$ cat src/rtl/fetch_ctrl.sv
// Instruction-fetch sequencer: owns the fetch PC, issues credit-limited imem requests,
// buffers in-order responses toward decode and squashes wrong-path fetches on redirect.

module fetch_ctrl_chk #(
    parameter int DEPTH = 2,
    parameter int CW    = 2
) (
    input logic          clk,
    input logic          rst_n,
    input logic          imem_rvalid,
    input logic [CW-1:0] outstanding,
    input logic [CW-1:0] fifo_count
);

    a_no_stray_rvalid: assert property (@(posedge clk) disable iff (!rst_n)
        !(imem_rvalid && (outstanding == '0)))
        else $error("fetch_ctrl: imem_rvalid with no outstanding request");

    a_fifo_bound: assert property (@(posedge clk) disable iff (!rst_n)
        (32'(fifo_count) <= 32'(DEPTH)))
        else $error("fetch_ctrl: response fifo count exceeds depth");

endmodule

module fetch_ctrl #(
    parameter logic [31:0] RESET_PC = 32'h0000_0000,
    parameter int          DEPTH    = 2
) (
    input  logic        clk,
    input  logic        rst_n,
    input  logic        redirect_valid,
    input  logic [31:0] redirect_addr,
    output logic        imem_req,
    output logic [31:0] imem_addr,
    input  logic        imem_gnt,
    input  logic        imem_rvalid,
    input  logic [31:0] imem_rdata,
    output logic        if_valid,
    output logic [31:0] if_pc,
    output logic [31:0] if_instr,
    input  logic        if_ready
);

    localparam int CW = $clog2(DEPTH + 1);
    localparam int PW = (DEPTH > 1) ? $clog2(DEPTH) : 1;
    localparam logic [PW-1:0] LAST_PTR = PW'(DEPTH - 1);
    localparam logic [CW-1:0] CNT_ONE  = CW'(1);
    localparam logic [CW:0]   DEPTH_W  = (CW + 1)'(DEPTH);

    logic [31:0]   pc_q, pc_d;
    logic [31:0]   resp_pc_q, resp_pc_d;
    logic [CW-1:0] outstanding_q, outstanding_d;
    logic [CW-1:0] squash_q, squash_d;
    logic [CW-1:0] count_q, count_d;
    logic [PW-1:0] rd_ptr_q, rd_ptr_d;
    logic [PW-1:0] wr_ptr_q, wr_ptr_d;
    logic [31:0]   fifo_pc_q [DEPTH];
    logic [31:0]   fifo_pc_d [DEPTH];
    logic [31:0]   fifo_instr_q [DEPTH];
    logic [31:0]   fifo_instr_d [DEPTH];

    logic [CW:0] inflight_s;
    logic        credit_ok_s;
    logic        accept_s;
    logic        rsp_s;
    logic        squash_hit_s;
    logic        push_s;
    logic        pop_s;

    function automatic logic [PW-1:0] ptr_inc(input logic [PW-1:0] p);
        logic [PW-1:0] r;
        if (p == LAST_PTR) begin
            r = '0;
        end else begin
            r = p + PW'(1);
        end
        return r;
    endfunction

    // Handshake decode; a response with nothing outstanding is ignored.
    always_comb begin
        inflight_s   = {1'b0, outstanding_q} + {1'b0, count_q};
        credit_ok_s  = (inflight_s < DEPTH_W);
        imem_req     = rst_n && !redirect_valid && credit_ok_s;
        accept_s     = imem_req && imem_gnt;
        rsp_s        = imem_rvalid && (outstanding_q != '0);
        squash_hit_s = rsp_s && (squash_q != '0);
        push_s       = rsp_s && !squash_hit_s;
        if_valid     = (count_q != '0) && !redirect_valid;
        pop_s        = if_valid && if_ready;
        imem_addr    = pc_q;
        if_pc        = fifo_pc_q[rd_ptr_q];
        if_instr     = fifo_instr_q[rd_ptr_q];
    end

    // Next-state: a redirect overrides every other update in the same cycle.
    always_comb begin
        pc_d         = pc_q;
        resp_pc_d    = resp_pc_q;
        squash_d     = squash_q;
        rd_ptr_d     = rd_ptr_q;
        wr_ptr_d     = wr_ptr_q;
        count_d      = count_q;
        fifo_pc_d    = fifo_pc_q;
        fifo_instr_d = fifo_instr_q;

        if (accept_s && !rsp_s) begin
            outstanding_d = outstanding_q + CNT_ONE;
        end else if (!accept_s && rsp_s) begin
            outstanding_d = outstanding_q - CNT_ONE;
        end else begin
            outstanding_d = outstanding_q;
        end

        if (redirect_valid) begin
            // Everything still in flight after this edge belongs to the wrong path.
            pc_d      = redirect_addr;
            resp_pc_d = redirect_addr;
            squash_d  = outstanding_d;
            rd_ptr_d  = '0;
            wr_ptr_d  = '0;
            count_d   = '0;
        end else begin
            if (accept_s) begin
                pc_d = pc_q + 32'd4;
            end else begin
                pc_d = pc_q;
            end

            if (squash_hit_s) begin
                squash_d = squash_q - CNT_ONE;
            end else begin
                squash_d = squash_q;
            end

            if (push_s) begin
                fifo_pc_d[wr_ptr_q]    = resp_pc_q;
                fifo_instr_d[wr_ptr_q] = imem_rdata;
                wr_ptr_d               = ptr_inc(wr_ptr_q);
                resp_pc_d              = resp_pc_q + 32'd4;
            end else begin
                wr_ptr_d  = wr_ptr_q;
                resp_pc_d = resp_pc_q;
            end

            if (pop_s) begin
                rd_ptr_d = ptr_inc(rd_ptr_q);
            end else begin
                rd_ptr_d = rd_ptr_q;
            end

            if (push_s && !pop_s) begin
                count_d = count_q + CNT_ONE;
            end else if (!push_s && pop_s) begin
                count_d = count_q - CNT_ONE;
            end else begin
                count_d = count_q;
            end
        end
    end

    // State registers; reset returns to the post-reset fetch point with an empty buffer.
    always_ff @(posedge clk or negedge rst_n) begin
        if (!rst_n) begin
            pc_q          <= RESET_PC;
            resp_pc_q     <= RESET_PC;
            outstanding_q <= '0;
            squash_q      <= '0;
            count_q       <= '0;
            rd_ptr_q      <= '0;
            wr_ptr_q      <= '0;
            for (int i = 0; i < DEPTH; i++) begin
                fifo_pc_q[i]    <= 32'h0000_0000;
                fifo_instr_q[i] <= 32'h0000_0000;
            end
        end else begin
            pc_q          <= pc_d;
            resp_pc_q     <= resp_pc_d;
            outstanding_q <= outstanding_d;
            squash_q      <= squash_d;
            count_q       <= count_d;
            rd_ptr_q      <= rd_ptr_d;
            wr_ptr_q      <= wr_ptr_d;
            fifo_pc_q     <= fifo_pc_d;
            fifo_instr_q  <= fifo_instr_d;
        end
    end

    fetch_ctrl_chk #(
        .DEPTH(DEPTH),
        .CW   (CW)
    ) u_chk (
        .clk        (clk),
        .rst_n      (rst_n),
        .imem_rvalid(imem_rvalid),
        .outstanding(outstanding_q),
        .fifo_count (count_q)
    );

endmodule

$ cat config.mk
export PLATFORM = sky130hd
export DESIGN_NAME = fetch_ctrl
export DESIGN_NICKNAME = d
export VERILOG_FILES = /design/src/rtl/fetch_ctrl.sv
export SDC_FILE = /design/constraint.sdc
export NUM_CORES = 1
export LEC_CHECK = 0
export ABC_AREA = 1
export CAP_MARGIN = 25
export CORE_UTILIZATION = 40
export DETAILED_ROUTE_END_ITERATION = 7
export GPL_ROUTABILITY_DRIVEN = 1
export GPL_TIMING_DRIVEN = 0
export PLACE_DENSITY = 0.68
export REMOVE_ABC_BUFFERS = 1
export SETUP_SLACK_MARGIN = 0.5
export SLEW_MARGIN = 15
export SYNTH_ARGS = -nofsm -noshare
export SYNTH_HDL_FRONTEND = slang
export SYNTH_SLANG_ARGS = --single-unit
$ cat constraint.sdc
create_clock -name clk -period 2.6 [get_ports clk]
set_input_delay 0.65 -clock clk [delete_from_list [all_inputs] [get_ports clk]]
set_output_delay 0.65 -clock clk [all_outputs]
set_load 0.005 [all_outputs]
==> results of run 1 <==
## cells in the mapped netlist, drive strengths merged, types with 10 or more instances
cell type,n
xor2,12
o21ai,167
nor2,95
clkbuf,10
buf,39
dfrtp,200
inv,136
nand3,64
o211ai,11
nand2,400
a21oi,21
mux2,64
nand4,11
## power by group through the flow
stage / clock network, uW / logic (uW) / registers, uW
6_report: 2590 / 5790 / 4930
5_1_grt: 2770 / 6310 / 5050
4_1_cts: 2620 / 5060 / 4880
3_5_place_dp: 0 / 4590 / 4950
3_3_place_gp: 0 / 4400 / 4990
2_1_floorplan: 0 / 2560 / 4790
## worst min-delay path by stage
stage,from,end,slack [ps],cells past startpoint
3_5_place_dp,imem_addr[1],imem_addr[1],460,2
2_1_floorplan,rst_n,count_q[0],350,0
5_1_grt,rst_n,fifo_pc_q[7],200,2
3_3_place_gp,imem_addr[0],imem_addr[0],450,2
4_1_cts,rst_n,fifo_pc_q[8],200,2
6_report,rst_n,fifo_pc_q[7],200,2
## per-stage QoR
step / area [sq um] / hold WS (ps) / TNS, ps
detailed placement: 12500 / 459 / -25450
finish: 14800 / 199 / 0
global route: 14800 / 204 / -24.7
floorplan: 10200 / 354 / -6030
global placement: 12300 / 453 / -2274500
CTS: 13800 / 202 / 0
## logic make-up after synthesis
kind of cell             after synthesis  synth area share
XOR/XNOR                              14            0.0115
adder cells (fa/ha/maj)                5           0.00658
AND/OR/NAND/NOR                      579             0.226
AO/OA/AOI/OAI                        210             0.129
flip-flops                           200             0.470
multiplexers                          65            0.0686
buffers and inverters                187            0.0880
## per-layer routing
| metal | wire (um) | part of all wire | track usage | vias up |
|---|---|---|---|---|
| met4 | 490 | 0.014 | 0.0517 | 0 |
| met5 | 0 | 0 | 0 | - |
| met2 | 16700 | 0.48 | 0.386 | 317 |
| met1 | 15600 | 0.45 | 0.327 | 4608 |
| li1 | - | - | - | 4574 |
| met3 | 2090 | 0.060 | 0.0340 | 41 |
## area by class of cell
cell class	instances	area, sq um	share of cell area
multi-input cells	879	5060	0.342
flip-flops and latches	200	5030	0.339
repair buffers	263	3190	0.215
inverters	138	546	0.0368
clock buffers	21	450	0.0304
well taps	335	419	0.0283
clock inverters	10	95.1	0.00642
repair inverters	2	20.0	0.00135
## sequential cells by signal, summed over array words and instances, names as in the netlist
register       cells
fifo_pc_q         64
outstanding_q      2
squash_q           2
fifo_instr_q      64
wr_ptr_q           1
resp_pc_q         32
imem_addr         32
rd_ptr_q           1
count_q            2
## worst max-delay path: stages, from the launching register on
cell     delay, ps
dfrtp_1        390
nand2_1        100
inv_2           40
fa_1           450
nor2_2         180
nand3_4         90
inv_2           80
buf_2          100
## timing repair
| item | CTS | global route |
|---|---|---|
| endpoints found under the setup margin | 221 | 226 |
| setup buffers | 31 | 23 |
| pin swaps | 12 | 26 |
| gates resized for setup | 325 | 124 |
| gates cloned | 18 | 26 |
==> summary.txt, run 1 <==
Floorplanning
  – Core area: approximately 26000 sq um
  – Die area: 27300 sq um
  – Width of the chip: 165 um
  – Starting density of the core: 0.409
  – Total I/O pin count: 168
  – Num rows: 59
  – Die height: 165 um

Synthesis
  – Biggest area consumer among synthesized cells: dfrtp_1
  – Most used DFF post-synth: dfrtp_1
  – Netlist cell types: 42
  – Seq/Total Area, Yosys: 0.470
  – EDFF count, synth: 0
  – Post-synth top area share: 0.470
  – Post-Syn Area: 10600 sq um
  – Asr flop ratio synth: 1.00
  – Synth Area per Inst: 8.45 sq um
  – FF+latch count, synth: 200
  – Synth area leaders: dfrtp_1 47%, nand2_1 14%, mux2_2 6.8%
  – Total number of yosys warnings: 0
  – Mapped Cells: ~1300

STA
  – Final setup fails: 0
  – Slew headroom: 0.639
  – FMAX: 0.397 GHz
  – Fin crit period: 2520 ps
  – Period utilisation layout: 0.970
  – Clk_skew: 11.0 ps
  – Final hold vios: 0
  – Slew @ Worst Pin: 541 ps
  – Slew Limit Fails: 0
  – RSZ-0062 raised after global routing: true
  – Final WS setup: slightly below 80 ps

Routing
  – Antenna violation net count after detailed routing: 0
  – 1st-pass router iterations: 5
  – Via-per-instance ratio: around 5.2
  – Vias: 9540
  – Drt drc: 0
  – Drt total wl: between 30000 and 40000 um
  – Initial DRC Count: 609
  – Routed WL per cell: 18.9 um

GRT
  – Initial antenna violation count: 0
  – Grt total ovfl: 0
  – Vias in the first global route: 8879
  – Overall Global Routing Usage: 0.235
  – Largest net degree at the start of global routing: 54
  – First-pass GRT wire length: 48800 um

Power and ir drop
  – LEAKAGE: ~0.0071 uW
  – Int Power: 8650 uW
  – Worst IR drop on VDD: 0.456 mV
  – Clock power share: 0.195
  – Sw power: 4660 uW
  – P per Cell Area: roughly 900 nW/um^2
  – Switching part of the total power: 0.350
  – Flop pwr share: 0.370
  – Total power: roughly 13000 uW
  – Logic pwr share: 0.435

Critical path
  – Reg-to-Reg End: imem_addr[17]
  – Critical Path Start Type: flip-flop
  – Worst setup startpoint: outstanding_q[0]
  – FF-to-FF Start: outstanding_q[0]
  – Setup crit end: imem_req
  – Reg2Reg Setup Slack: 130 ps
  – CP endpoint kind: primary output
  – Worst Path Arrival: approximately 1900 ps
  – Worst-path maximum fanout: 2
  – Worst EP required: 1950 ps
  – Crit Path Class: flip-flop to primary output
  – R2r worst-path depth: 16

Final layout
  – Finished Core Util: 0.568
  – FILL cells: 2291
  – Most frequent cells in the layout: 370 x nand2_1, 184 x dfrtp_1, 129 x inv_1
  – Share of cells above drive strength 1: 0.283
  – Area Growth Syn to Fin: 39.1%
  – Antenna Cells: 0
  – Commonest non-fill, non-tap cell in the layout: nand2_1
  – Layout net count: 1576
  – Layout Cells excl Fill: 1848

Place
  – Gp weighted congestion: roughly 0.89
  – Worst slack, placed: -552 ps
  – PortBufs: 167
  – Post-DP HPWL: approximately 18000 um
  – Placed cell count: 1719

Clock network
  – Clk sink count: 200
  – Clock latency on the worst-skew pair: 440 ps
  – Clock transition at the registers of the reported paths: 80 ps
  – Total CTS buffers: 17
  – Clk buf depth: 2
  – CTS tree: built
  – Root buf cell: clkbuf_16
  – H-tree Lvls: 4
  – Hold bufs inserted after CTS: 0

Job
  – Max cap viols: 0

Run status
  – Status: finished clean

Min path
  – Worst hold path class: primary input to async pin
No activity file was read; power rests on OpenSTA's default activity.
==> run 2, diff against run 1 <==
- CORE_UTILIZATION: 40 -> 50
- PLACE_DENSITY: 0.68 -> 0.81
==> run 2 against run 1 <==
Effect of this change: final cell count is 4.3% lower; combinational power is 1% lower; utilization is 12 points higher; worst setup slack better by 45 ps; design area is 2.1% lower; clock power is 14% higher; global-route usage is 5.0 points higher.
==> summary.txt, run 2 (same netlist as run 1, synthesis figures left out) <==
Floorplanning
  – Core area: 21000 sq um (was 26100 sq um)
  – Total I/O pin count: 168 (unchanged)
  – Width of the chip: 148 um (was 165 um)
  – Starting density of the core: 0.508 (was 0.409)
  – Die height: 148 um (was 165 um)
  – Num rows: 53 (was 59)
  – Die area: 21900 sq um (was 27300 sq um)

Clock network
  – H-tree Lvls: 4 (unchanged)
  – Clock transition at the registers of the reported paths: 70 ps (was 80 ps)
  – CTS tree: built (unchanged)
  – Clock latency on the worst-skew pair: 440 ps (about the same)
  – Clk buf depth: 2 (unchanged)
  – Hold bufs inserted after CTS: 0 (unchanged)
  – Root buf cell: clkbuf_16 (unchanged)
  – Total CTS buffers: 17 (unchanged)
  – Clk sink count: 200 (unchanged)

Critical path
  – Worst-path maximum fanout: 6 (was 2)
  – Worst-path cell with the longest stage delay: dfrtp_4 (was fa_1)
  – Crit Path Class: flip-flop to primary output (unchanged)
  – Critical Path, Cell by Cell: buf_8, buf_12, buf_16, mux2_2, buf_6 (was nand2_1, inv_2, fa_1, nor2_2, nand3_4, inv_2, buf_2)
  – Worst Path Arrival: 1830 ps (was 1870 ps)
  – Worst EP required: 1950 ps (about the same)
  – Critical Path Start Type: flip-flop (unchanged)
  – CP endpoint kind: primary output (unchanged)
  – Max incr delay on CP: 550 ps (was 450 ps)

Job
  – Max cap viols: 0 (unchanged)

Routing
  – Antenna violation net count after detailed routing: 0 (unchanged)
  – Via-per-instance ratio: 5.62 (was 5.16)
  – Drt total wl: 35000 um (was 34900 um)
  – 1st-pass router iterations: 5 (unchanged)
  – Vias: 9943 (was 9540)
  – Initial DRC Count: 693 (was 609)
  – Drt drc: 0 (unchanged)
  – Routed WL per cell: 19.8 um (was 18.9 um)

Final layout
  – Most frequent cells in the layout: 379 x nand2_1, 182 x dfrtp_1, 129 x inv_1 (was 370 x nand2_1, 184 x dfrtp_1, 129 x inv_1)
  – Commonest non-fill, non-tap cell in the layout: nand2_1 (unchanged)
  – Area Growth Syn to Fin: 36.1% (was 39.1%)
  – Share of cells above drive strength 1: 0.263 (was 0.283)
  – Largest registers: fifo_instr_q x64, fifo_pc_q x64 (unchanged)
  – Design Area, Final: 14500 sq um (was 14800 sq um)
  – Layout net count: 1556 (was 1576)
  – Antenna Cells: 0 (unchanged)

STA
  – RSZ-0062 raised after global routing: true (unchanged)
  – Period utilisation layout: 0.952 (was 0.970)
  – Fin crit period: 2480 ps (was 2520 ps)
  – Final hold vios: 0 (unchanged)
  – Final setup fails: 0 (unchanged)
  – Slew headroom: 0.627 (was 0.639)
  – FMAX: 0.404 GHz (was 0.397 GHz)
  – Final WS setup: 124 ps (was 78.5 ps)
  – Slew Limit Fails: 0 (unchanged)
  – Clk_skew: 9.70 ps (was 11.0 ps)
  – Slew @ Worst Pin: 559 ps (was 541 ps)

Power and ir drop
  – P per Cell Area: 940 nW/um^2 (was 899 nW/um^2)
  – LEAKAGE: 0.00685 uW (was 0.00711 uW)
  – Worst IR drop on VDD: 0.452 mV (was 0.456 mV)
  – Total power: 13600 uW (was 13300 uW)

GRT
  – Grt total ovfl: 0 (unchanged)
  – Initial antenna violation count: 0 (unchanged)
  – Overall Global Routing Usage: 0.284 (was 0.235)
  – First-pass GRT wire length: 48000 um (was 48800 um)
  – Largest net degree at the start of global routing: 85 (was 54)
  – Vias in the first global route: 9062 (was 8879)

Place
  – Gp weighted congestion: 0.915 (was 0.890)
  – Dpl cell area: 12400 sq um (was 12500 sq um)
  – Post-DP HPWL: 17600 um (was 18100 um)
  – PortBufs: 167 (unchanged)
  – Worst slack, placed: -557 ps (was -552 ps)

Min path
  – Worst hold path class: primary input to async pin (unchanged)

Run status
  – Status: finished clean (unchanged)
-- run 2: cell types whose count changed in the layout (fill, tap and decap cells not counted), sizes merged --
cell and change:
clkbuf -14, buf -13, nand2 +6, bufinv +4, inv -3, bufbuf -1, clkdlybuf4s15 -1, clkinvlp +1
dlygate4sd2 +1
-- run 2: power breakdown --
group          switching [uW]  internal (uW)
sequential                793           4180
combinational            2760           2960
clock                    1230           1710
total                    4780           8840
-- run 2: area by class of cell --
type,instances,area [sq um]
clock buffers,19,433
clock inverters,12,199
fillers,1605,6460
inverters,138,551
multi-input cells,885,5100
flip-flops and latches,200,5030
well taps,275,344
repair buffers,237,2820
repair inverters,2,15.0
-- run 2: layer usage --
layer | GRT usage | wire (um)
met1 | 0.384 | 14300
met2 | 0.472 | 16700
met3 | 0.0401 | 2760
met4 | 0.0948 | 1340
met5 | 0 | 0
-- run 2: final timing paths --
path	from	end	slack, ps	depth (start not counted)
min	rst_n	fifo_instr_q[13]	120	1
max	rd_ptr_q	if_pc[20]	120	5
min in group clk	imem_addr[0]	imem_addr[0]	480	2
min reg2reg	imem_addr[0]	imem_addr[0]	480	2
max in group asynchronous	rst_n	imem_addr[27]	1330	3
max reg2reg	count_q[0]	imem_addr[17]	420	14
-- run 2: timing repair --
| item | CTS | global route |
|---|---|---|
| pin swaps | 6 | 24 |
| gates resized for setup | 325 | 92 |
| setup buffers | 20 | 19 |
| endpoints found under the setup margin | 232 | 231 |
| gates cloned | 15 | 25 |
-- run 2: critical path: cells and delay by family (launching register included) --
kind / cells / cell delay, ps
buffers and inverters: 4 / 550
flip-flops: 1 / 550
multiplexers: 1 / 280
-- run 2: through the flow --
step / TNS, ps / util / hold slack (ps) / cells
after floorplan: -6030 / - / 354 / 1211
after global placement: -2193990 / 0.585 / 457 / 1653
final: 0 / 0.692 / 124 / 1768
after detailed placement: -22480 / 0.592 / 462 / 1658
after global routing: 0 / 0.692 / 158 / 1768
after CTS: 0 / 0.647 / 137 / 1724
